File: src/rtl/aes_inv_key_sched_if.sv
// Handshake bundle between the decryption round controller and the inverse key schedule.
// The master drives the load/advance requests and the slave returns the current round key.
interface aes_inv_key_sched_if;
  logic         start;
  logic [127:0] last_key;
  logic         next;
  logic [127:0] round_key;
  logic [3:0]   round_idx;
  logic         key_valid;
  logic         busy;
  logic         done;

  modport master (
    output start, last_key, next,
    input  round_key, round_idx, key_valid, busy, done
  );

  modport slave (
    input  start, last_key, next,
    output round_key, round_idx, key_valid, busy, done
  );
endinterface

File: src/rtl/aes_inv_key_sched.sv
// Iterative AES-128 inverse key schedule: loads the round-10 key and steps back to round 0,
// one round per accepted 'next', holding only the current 128-bit round key.
module aes_inv_key_sched (
  input  logic                 clk,
  input  logic                 reset_n,
  aes_inv_key_sched_if.slave   bus
);

  localparam int NR = 10;

  // Forward AES S-box, row-major from byte 0x00 in the top bits down to byte 0xff.
  localparam logic [2047:0] SBOX = {
    128'h637c777bf26b6fc53001672bfed7ab76,
    128'hca82c97dfa5947f0add4a2af9ca472c0,
    128'hb7fd9326363ff7cc34a5e5f171d83115,
    128'h04c723c31896059a071280e2eb27b275,
    128'h09832c1a1b6e5aa0523bd6b329e32f84,
    128'h53d100ed20fcb15b6acbbe394a4c58cf,
    128'hd0efaafb434d338545f9027f503c9fa8,
    128'h51a3408f929d38f5bcb6da2110fff3d2,
    128'hcd0c13ec5f974417c4a77e3d645d1973,
    128'h60814fdc222a908846eeb814de5e0bdb,
    128'he0323a0a4906245cc2d3ac629195e479,
    128'he7c8376d8dd54ea96c56f4ea657aae08,
    128'hba78252e1ca6b4c6e8dd741f4bbd8b8a,
    128'h703eb5664803f60e613557b986c11d9e,
    128'he1f8981169d98e949b1e87e9ce5528df,
    128'h8ca1890dbfe6426841992d0fb054bb16
  };

  typedef enum logic {IDLE, RUN} state_t;

  state_t       state, state_nx;
  logic [127:0] key_q, key_nx;
  logic [3:0]   idx_q, idx_nx;
  logic         done_q, done_nx;

  logic [31:0]  a0, a1, a2, a3;
  logic [31:0]  b0, b1, b2, b3;
  logic [127:0] prev_key;

  // Byte x lives at bit positions 8*(255-x)+7 downto 8*(255-x).
  function automatic logic [7:0] sbox(input logic [7:0] x);
    return SBOX[{~x, 3'b111} -: 8];
  endfunction

  function automatic logic [31:0] sub_word(input logic [31:0] w);
    logic [31:0] s;
    s = '0;
    for (int i = 0; i < 4; i++) begin
      s[8*i +: 8] = sbox(w[8*i +: 8]);
    end
    return s;
  endfunction

  function automatic logic [7:0] rcon(input logic [3:0] r);
    logic [7:0] c;
    case (r)
      4'd1:    c = 8'h01;
      4'd2:    c = 8'h02;
      4'd3:    c = 8'h04;
      4'd4:    c = 8'h08;
      4'd5:    c = 8'h10;
      4'd6:    c = 8'h20;
      4'd7:    c = 8'h40;
      4'd8:    c = 8'h80;
      4'd9:    c = 8'h1b;
      4'd10:   c = 8'h36;
      default: c = 8'h00;
    endcase
    return c;
  endfunction

  // Undo one forward expansion step: the last three words come from xor-chains,
  // the first needs the RotWord/SubWord/Rcon term of the recovered previous word.
  assign {a0, a1, a2, a3} = key_q;
  assign b3       = a3 ^ a2;
  assign b2       = a2 ^ a1;
  assign b1       = a1 ^ a0;
  assign b0       = a0 ^ sub_word({b3[23:0], b3[31:24]}) ^ {rcon(idx_q), 24'h0};
  assign prev_key = {b0, b1, b2, b3};

  always_ff @(posedge clk) begin
    if (!reset_n) begin
      state  <= IDLE;
      key_q  <= '0;
      idx_q  <= '0;
      done_q <= 1'b0;
    end else begin
      state  <= state_nx;
      key_q  <= key_nx;
      idx_q  <= idx_nx;
      done_q <= done_nx;
    end
  end

  always_comb begin
    state_nx = state;
    key_nx   = key_q;
    idx_nx   = idx_q;
    done_nx  = 1'b0;
    case (state)
      IDLE: begin
        if (bus.start) begin
          key_nx   = bus.last_key;
          idx_nx   = 4'(NR);
          state_nx = RUN;
        end
      end
      RUN: begin
        if (bus.next) begin
          if (idx_q != 4'd0) begin
            key_nx = prev_key;
            idx_nx = idx_q - 4'd1;
          end else begin
            state_nx = IDLE;
            done_nx  = 1'b1;
          end
        end
      end
      default: state_nx = IDLE;
    endcase
  end

  assign bus.round_key = key_q;
  assign bus.round_idx = idx_q;
  assign bus.key_valid = (state == RUN);
  assign bus.busy      = (state == RUN);
  assign bus.done      = done_q;

endmodule

File: src/flat_wrapper.sv
// flat-port wrapper written by rule: the top's interface ports become plain ports
module aes_inv_key_sched_flat 
  (clk, reset_n, bus_start, bus_last_key, bus_next, bus_round_key, bus_round_idx, bus_key_valid, bus_busy, bus_done);
  aes_inv_key_sched_if bus_i ();
  input  logic clk;
  input  logic reset_n;
  input wire logic [$bits(bus_i.start)-1:0] bus_start;
  input wire logic [$bits(bus_i.last_key)-1:0] bus_last_key;
  input wire logic [$bits(bus_i.next)-1:0] bus_next;
  output wire logic [$bits(bus_i.round_key)-1:0] bus_round_key;
  output wire logic [$bits(bus_i.round_idx)-1:0] bus_round_idx;
  output wire logic [$bits(bus_i.key_valid)-1:0] bus_key_valid;
  output wire logic [$bits(bus_i.busy)-1:0] bus_busy;
  output wire logic [$bits(bus_i.done)-1:0] bus_done;
  assign bus_i.start = bus_start;
  assign bus_i.last_key = bus_last_key;
  assign bus_i.next = bus_next;
  assign bus_round_key = bus_i.round_key;
  assign bus_round_idx = bus_i.round_idx;
  assign bus_key_valid = bus_i.key_valid;
  assign bus_busy = bus_i.busy;
  assign bus_done = bus_i.done;
  aes_inv_key_sched u_core (.clk(clk), .reset_n(reset_n), .bus(bus_i));
endmodule
File: config.mk
export PLATFORM = sky130hd
export DESIGN_NAME = aes_inv_key_sched_flat
export DESIGN_NICKNAME = d
export VERILOG_FILES = /design/src/rtl/aes_inv_key_sched_if.sv /design/src/rtl/aes_inv_key_sched.sv /design/src/flat_wrapper.sv
export SDC_FILE = /design/constraint.sdc
export NUM_CORES = 1
export LEC_CHECK = 0
export ABC_AREA = 1
export CORE_UTILIZATION = 35
export CTS_CLUSTER_SIZE = 28
export DETAILED_ROUTE_END_ITERATION = 6
export GPL_ROUTABILITY_DRIVEN = 0
export PLACE_DENSITY_LB_ADDON = 0.25
export SLEW_MARGIN = 20
export SYNTH_ARGS = -nofsm -noshare
export SYNTH_HDL_FRONTEND = slang
export SYNTH_SLANG_ARGS = --single-unit
File: constraint.sdc
create_clock -name clk -period 2.3 [get_ports clk]
set_input_delay 0.46 -clock clk [delete_from_list [all_inputs] [get_ports clk]]
set_output_delay 0.46 -clock clk [all_outputs]
set_load 0.05 [all_outputs]
After elaboration in Yosys (flattened, before gate mapping). Memories as Yosys holds them, arrays and structs flattened. A register that Yosys moved wholly into a read port is not among the register bits. Cells that the tools add are included.

Output and inout port bits: 135. Memories: 1. Input bits: 132. Bits in read-only memories: 128. Bits in registers: 134. Logic and storage cells: 41.

Memory list: (name not given) (words 16, bits a word 8, read ports 1, clocked after memory_dff 1, wr ports 0, line aes_inv_key_sched.sv:58) `case (r)`.

Shifts and indexed selects: 4. Reductions and logical operators: 3. Equality and inequality tests: 3. Bitwise logic cells: 10. Add/sub/neg operators: 1. Mux-type cells: 15.

Operators with widths (number): 2055-bit by 12-bit variable part select with 8-bit output (first input constant) (4); 128-bit two-way mux (3); 128-bit one-hot mux with 2 select lines (1); 32-bit bitwise XOR (5); 8-bit inverter (4); 4-bit two-way mux (5); 4-bit one-hot mux with 2 select lines (1); 2-bit inequality test (second input constant) (3); 3-bit AND reduction (2); 1-bit two-way mux (4); 4-bit nonzero test (1); 4-bit by 1-bit subtractor with 4-bit output (second input constant) (1); 1-bit one-hot mux with 2 select lines (1); 1-bit inverter (1).

Depth between registers and ports, before layout.
Depth after elaboration: 8. Mapped depth: 20. Gate-level depth less buffers: 20.

Worst setup path after synthesis. OpenSTA, ideal clock, no wires.

Path kind: register -> register. From: register u_core.key_q[41], in the netlist u_core.bus.round_key[41]. To: register u_core.key_q[112], in the netlist u_core.bus.round_key[112]. Path buffers: 1. Slack: -0.392 ns. Arrival time: 2.559 ns. Period minus slack after synthesis: 2.692 ns. Required time: 2.168 ns. Stages on the path, launching flop included: 19. Cells stage by stage: dfxtp_1 -> nand2_1 -> nand2_2 -> inv_1 -> ha_1 -> inv_1 -> nand2_1 -> buf_2 -> nand3_1 -> nand2_1 -> nand2_1 -> nand3_1 -> nand3_1 -> nand3_1 -> nand2_1 -> nand2_1 -> nand3_1 -> nand2_1 -> a21oi_1.

Longest elaborated chain between the ends: 8.

Ends and longest elaborated chain: start, declared (line aes_inv_key_sched.sv:34) `logic [127:0] key_q, key_nx;`; start signal, assigned (line aes_inv_key_sched.sv:91) `key_q <= key_nx;`; 32-bit bitwise XOR (line aes_inv_key_sched.sv:77) `assign b3 = a3 ^ a2;`; 8-bit inverter (line aes_inv_key_sched.sv:44) `return SBOX[{~x, 3'b111} -: 8];`; 2055-bit by 12-bit variable part select with 8-bit output (line aes_inv_key_sched.sv:44); 32-bit bitwise XOR (2 in series) (line aes_inv_key_sched.sv:80) `assign b0 = a0 ^ sub_word({b3[23:0], b3[31:24]}) ^ {rcon(idx_q), 24'h0};`; 128-bit two-way mux (line aes_inv_key_sched.sv:112) `if (idx_q != 4'd0) begin`; 128-bit two-way mux (line aes_inv_key_sched.sv:111) `if (bus.next) begin`; 128-bit one-hot mux with 2 select lines (line aes_inv_key_sched.sv:102) `case (state)`.

No other way between the ends. The select of a mux whose other input is x is not followed. A chain may end at the register's enable or synchronous reset.

Final worst setup path.
From: register u_core.key_q[9], in the netlist u_core.bus.round_key[9]. To: register u_core.key_q[113], in the netlist u_core.bus.round_key[113].

The elaborated chain is that of the path after synthesis.

==> out/results.ini <==
[run_status]
status = finished, violations left
violations = design-rule violations, negative setup slack

[setup_path]
r2r_slack_ns = -0.11
cp.required_ns = 2.64
crit_top_cell = nand3_1
critPathMaxFanout = 6
worst-r2r-cell-count = 17
end_kind = flip-flop
path_cells = inv_2, nand2_2, nand2_4, clkinvlp_4, ha_4, inv_4, nand2_4, buf_4, nand3_2, nand3_1, nand3_1, nand3_1, nand3_1, nand2_1, nand2_1, nand3_1, a21oi_1
worst_path_max_delay_cell = ha_4
r2r_end = u_core.bus.round_key[113]
crit_family = simple AND/OR/NAND/NOR gates
crit_path_max_incr_delay_ns = 0.39
crit_buf_inv = 4
arrival_ns = 2.76
timing.rr.start = u_core.bus.round_key[9]
critPathLaunchType = flip-flop
crit_type = flip-flop to flip-flop

[sta]
worstMarginPinSlew_ns = 0.869
hold_viol_final = 0
period_share = 1.05
fin_ws_ns = -0.113
finalClockSkew_ns = 0.0182
setup_viol = 10
drv_slew = 0
rsz0062_at_grt = yes
slew_headroom = 0.421
fin_crit_ns = 2.41
fmax_mhz = 414

[die]
die_h_um = 235
top_level_ports = 267
core_area_um2 = 53100
dieArea_um2 = 55100
rows = 84
start_util = 0.357
die-width_um = 235

[clock_tree]
clk_path_buf_depth = 2
tritoncts = built
cts.clk_slew.worst_paths_ns = 0.07
cts_root_buf = clkbuf_16
cts_made_buffers = 17
insertion_delay_ns = 0.50
htree_levels = 4
clkSinkCount = 142

[layout]
drive_gt1_frac = 0.239
nFillCells = 5363
final_core_util = 0.523
seq_area_um2 = 2930
finalInstanceArea_um2 = 27800
multi_input_area_um2 = 16000
insertedDiodeCount = 0
area_delta_synth_final_pct = 46.5
nets = 4186

[pwr]
power-per-cell-area_nw_per_um2 = 879
leakage_nw = 12.9
p_seq_frac = 0.132
p_comb_frac = 0.741
p_total_mw = 24.4
clockPowerShare = 0.127
p_int_mw = 11.0
switching_share = 0.550
power_switching_mw = 13.4
ir_drop_mv = 0.695

[drt]
routed_via_density = 6.09
antenna_violating_nets_post_route = 0
route.vias.total = 28622
drt-initial-drc-count = 4918
drt-wirelength-per-cell_um = 21.1
drc = 1
wirelength_mm = 99.3
dr.pass1.iters = 7

[global_route]
antenna_found_initial = 1
grt_pass1_vias = 24509
track_usage = 0.337
grt_max_degree = 125
grt_pass1_wl_mm = 147
grt-ovfl-total = 0

[min_path]
hold_class = primary input to flip-flop
min_to = u_core.bus.round_idx[0]
hp-start = reset_n
hold_depth = 4

[yosys]
syn_area_um2 = 19000
yosysTopAreaCellShare = 0.284
ys_warn_count = 0
yosys-top-cells-area = nand3_1 (28%), nand2_1 (20%), dfxtp_1 (15%)
ys_async_sr_fraction = 0
avgSynthCellArea_um2 = 5.40
ys_seq_elements = 142
synthesis.nets = 3700
netlist_instances = 3510
ys_types = 46
synth_top_area_cell = nand3_1
ys.flop_type = dfxtp_1
synth_edf_count = 0
yosysSeqAreaShare = 0.150

[run]
cap_violations = 0

[placement]
place_area_um2 = 25100
dp_hpwl_mm = 71.4
numPortBuffers = 266

==> area by class of cell <==
| type | instances | area share |
|---|---|---|
| inverters | 206 | 0.0291 |
| multi-input cells | 2917 | 0.575 |
| flip-flops and latches | 142 | 0.106 |
| well taps | 688 | 0.0310 |
| clock inverters | 15 | 0.00689 |
| repair buffers | 712 | 0.237 |
| clock buffers | 17 | 0.0153 |
==> layer usage <==
| metal | GRT usage | up-vias | routed length (µm) |
|---|---|---|---|
| met5 | 0 | - | 0 |
| met4 | 0.166 | 0 | 6170 |
| met3 | 0.0748 | 545 | 13200 |
| met2 | 0.486 | 2373 | 40300 |
| met1 | 0.468 | 12714 | 39600 |
| li1 | - | 12990 | - |
==> how the worst max path moves through the flow <==
| stage | start | endpoint | cells after the start |
|---|---|---|---|
| CTS | u_core.bus.round_key[48] | u_core.bus.round_key[125] | 17 |
| detailed placement | u_core.bus.round_key[9] | u_core.bus.round_key[119] | 19 |
| global placement | u_core.bus.round_key[20] | u_core.bus.round_key[121] | 11 |
| global route | u_core.bus.round_key[9] | u_core.bus.round_key[118] | 17 |
| finish | u_core.bus.round_key[9] | u_core.bus.round_key[113] | 17 |
| floorplan | u_core.bus.round_key[41] | u_core.bus.round_key[112] | 18 |
==> Yosys cell counts (all sizes together), types with 8 or more instances <==
| cell | instances |
|---|---|
| nand3 | 1076 |
| nand2 | 1035 |
| o21ai | 208 |
| nor2 | 202 |
| inv | 198 |
| dfxtp | 142 |
| clkbuf | 126 |
| buf | 122 |
| a21oi | 116 |
| ha | 58 |
| o211ai | 50 |
| a31oi | 45 |
| a221oi | 28 |
| xnor2 | 19 |
| nor3 | 11 |
| nand3b | 10 |
| clkinv | 8 |
| xor2 | 8 |
==> power by group through the flow <==
stage / Combinational (mW) / Sequential [mW] / Clock (mW)
finish: 18.1 / 3.21 / 3.10
global route: 19.1 / 3.25 / 3.25
CTS: 16.0 / 3.19 / 3.14
detailed placement: 15.7 / 3.24 / 0
global placement: 15.8 / 3.24 / 0
floorplan: 8.86 / 4.00 / 0
==> tightest hold or removal path, cell delays in order <==
cell and delay, ns:
buf_2 0.14, nand2_1 0.10, buf_4 0.13, inv_1 0.04
==> per-stage QoR <==
stage          hold slack, ns   TNS (ns)  instances  setup WS, ns
6_report                0.409     -0.714       4697        -0.113
3_5_place_dp            0.492      -3.22       4630        -0.202
2_1_floorplan           0.557    -0.0355       3510       -0.0303
5_1_grt                 0.434      -2.68       4697        -0.202
4_1_cts                 0.386  -0.000525       4666     -0.000525
3_3_place_gp            0.489      -4.25       4630        -0.230
==> timing repair <==
action	4_1_cts	5_1_grt
pin swaps	8	86
endpoints found under the hold margin	0	0
setup endpoints to repair	58	56
gates cloned	0	5
gates resized for setup	111	411
hold buffers	0	0
buffers inserted	4	27
==> flip-flops by register name, summed over array words and instances (netlist names), named ones only <==
| signal | count |
|---|---|
| u_core.bus.busy | 1 |
| u_core.bus.round_idx | 4 |
| u_core.bus.done | 1 |
| u_core.bus.round_key | 128 |
==> cell usage in the layout, fill, tap and decap left out, types with 30 or more instances in the layout <==
cell type and count:
a21oi_1 99, a31oi_1 45, buf_12 42, buf_4 398, clkdlybuf4s50_1 211, dfxtp_1 110, ha_1 30, inv_1 146
inv_2 40, nand2_1 873, nand2_2 111, nand2_4 52, nand3_1 965, nand3_2 109, nor2_1 178, o211ai_1 50
o21ai_0 175
==> kinds of logic after synthesis <==
group / count (synthesis) / synth area share
AOI/OAI and AO/OA: 481 / 0.149
xor gates and xnor gates: 27 / 0.0152
DFF: 142 / 0.150
adders and majority gates: 58 / 0.0383
and+or+nand+nor: 2348 / 0.548
buffers and inverters: 454 / 0.0999
(Power assumes the default switching activity.)
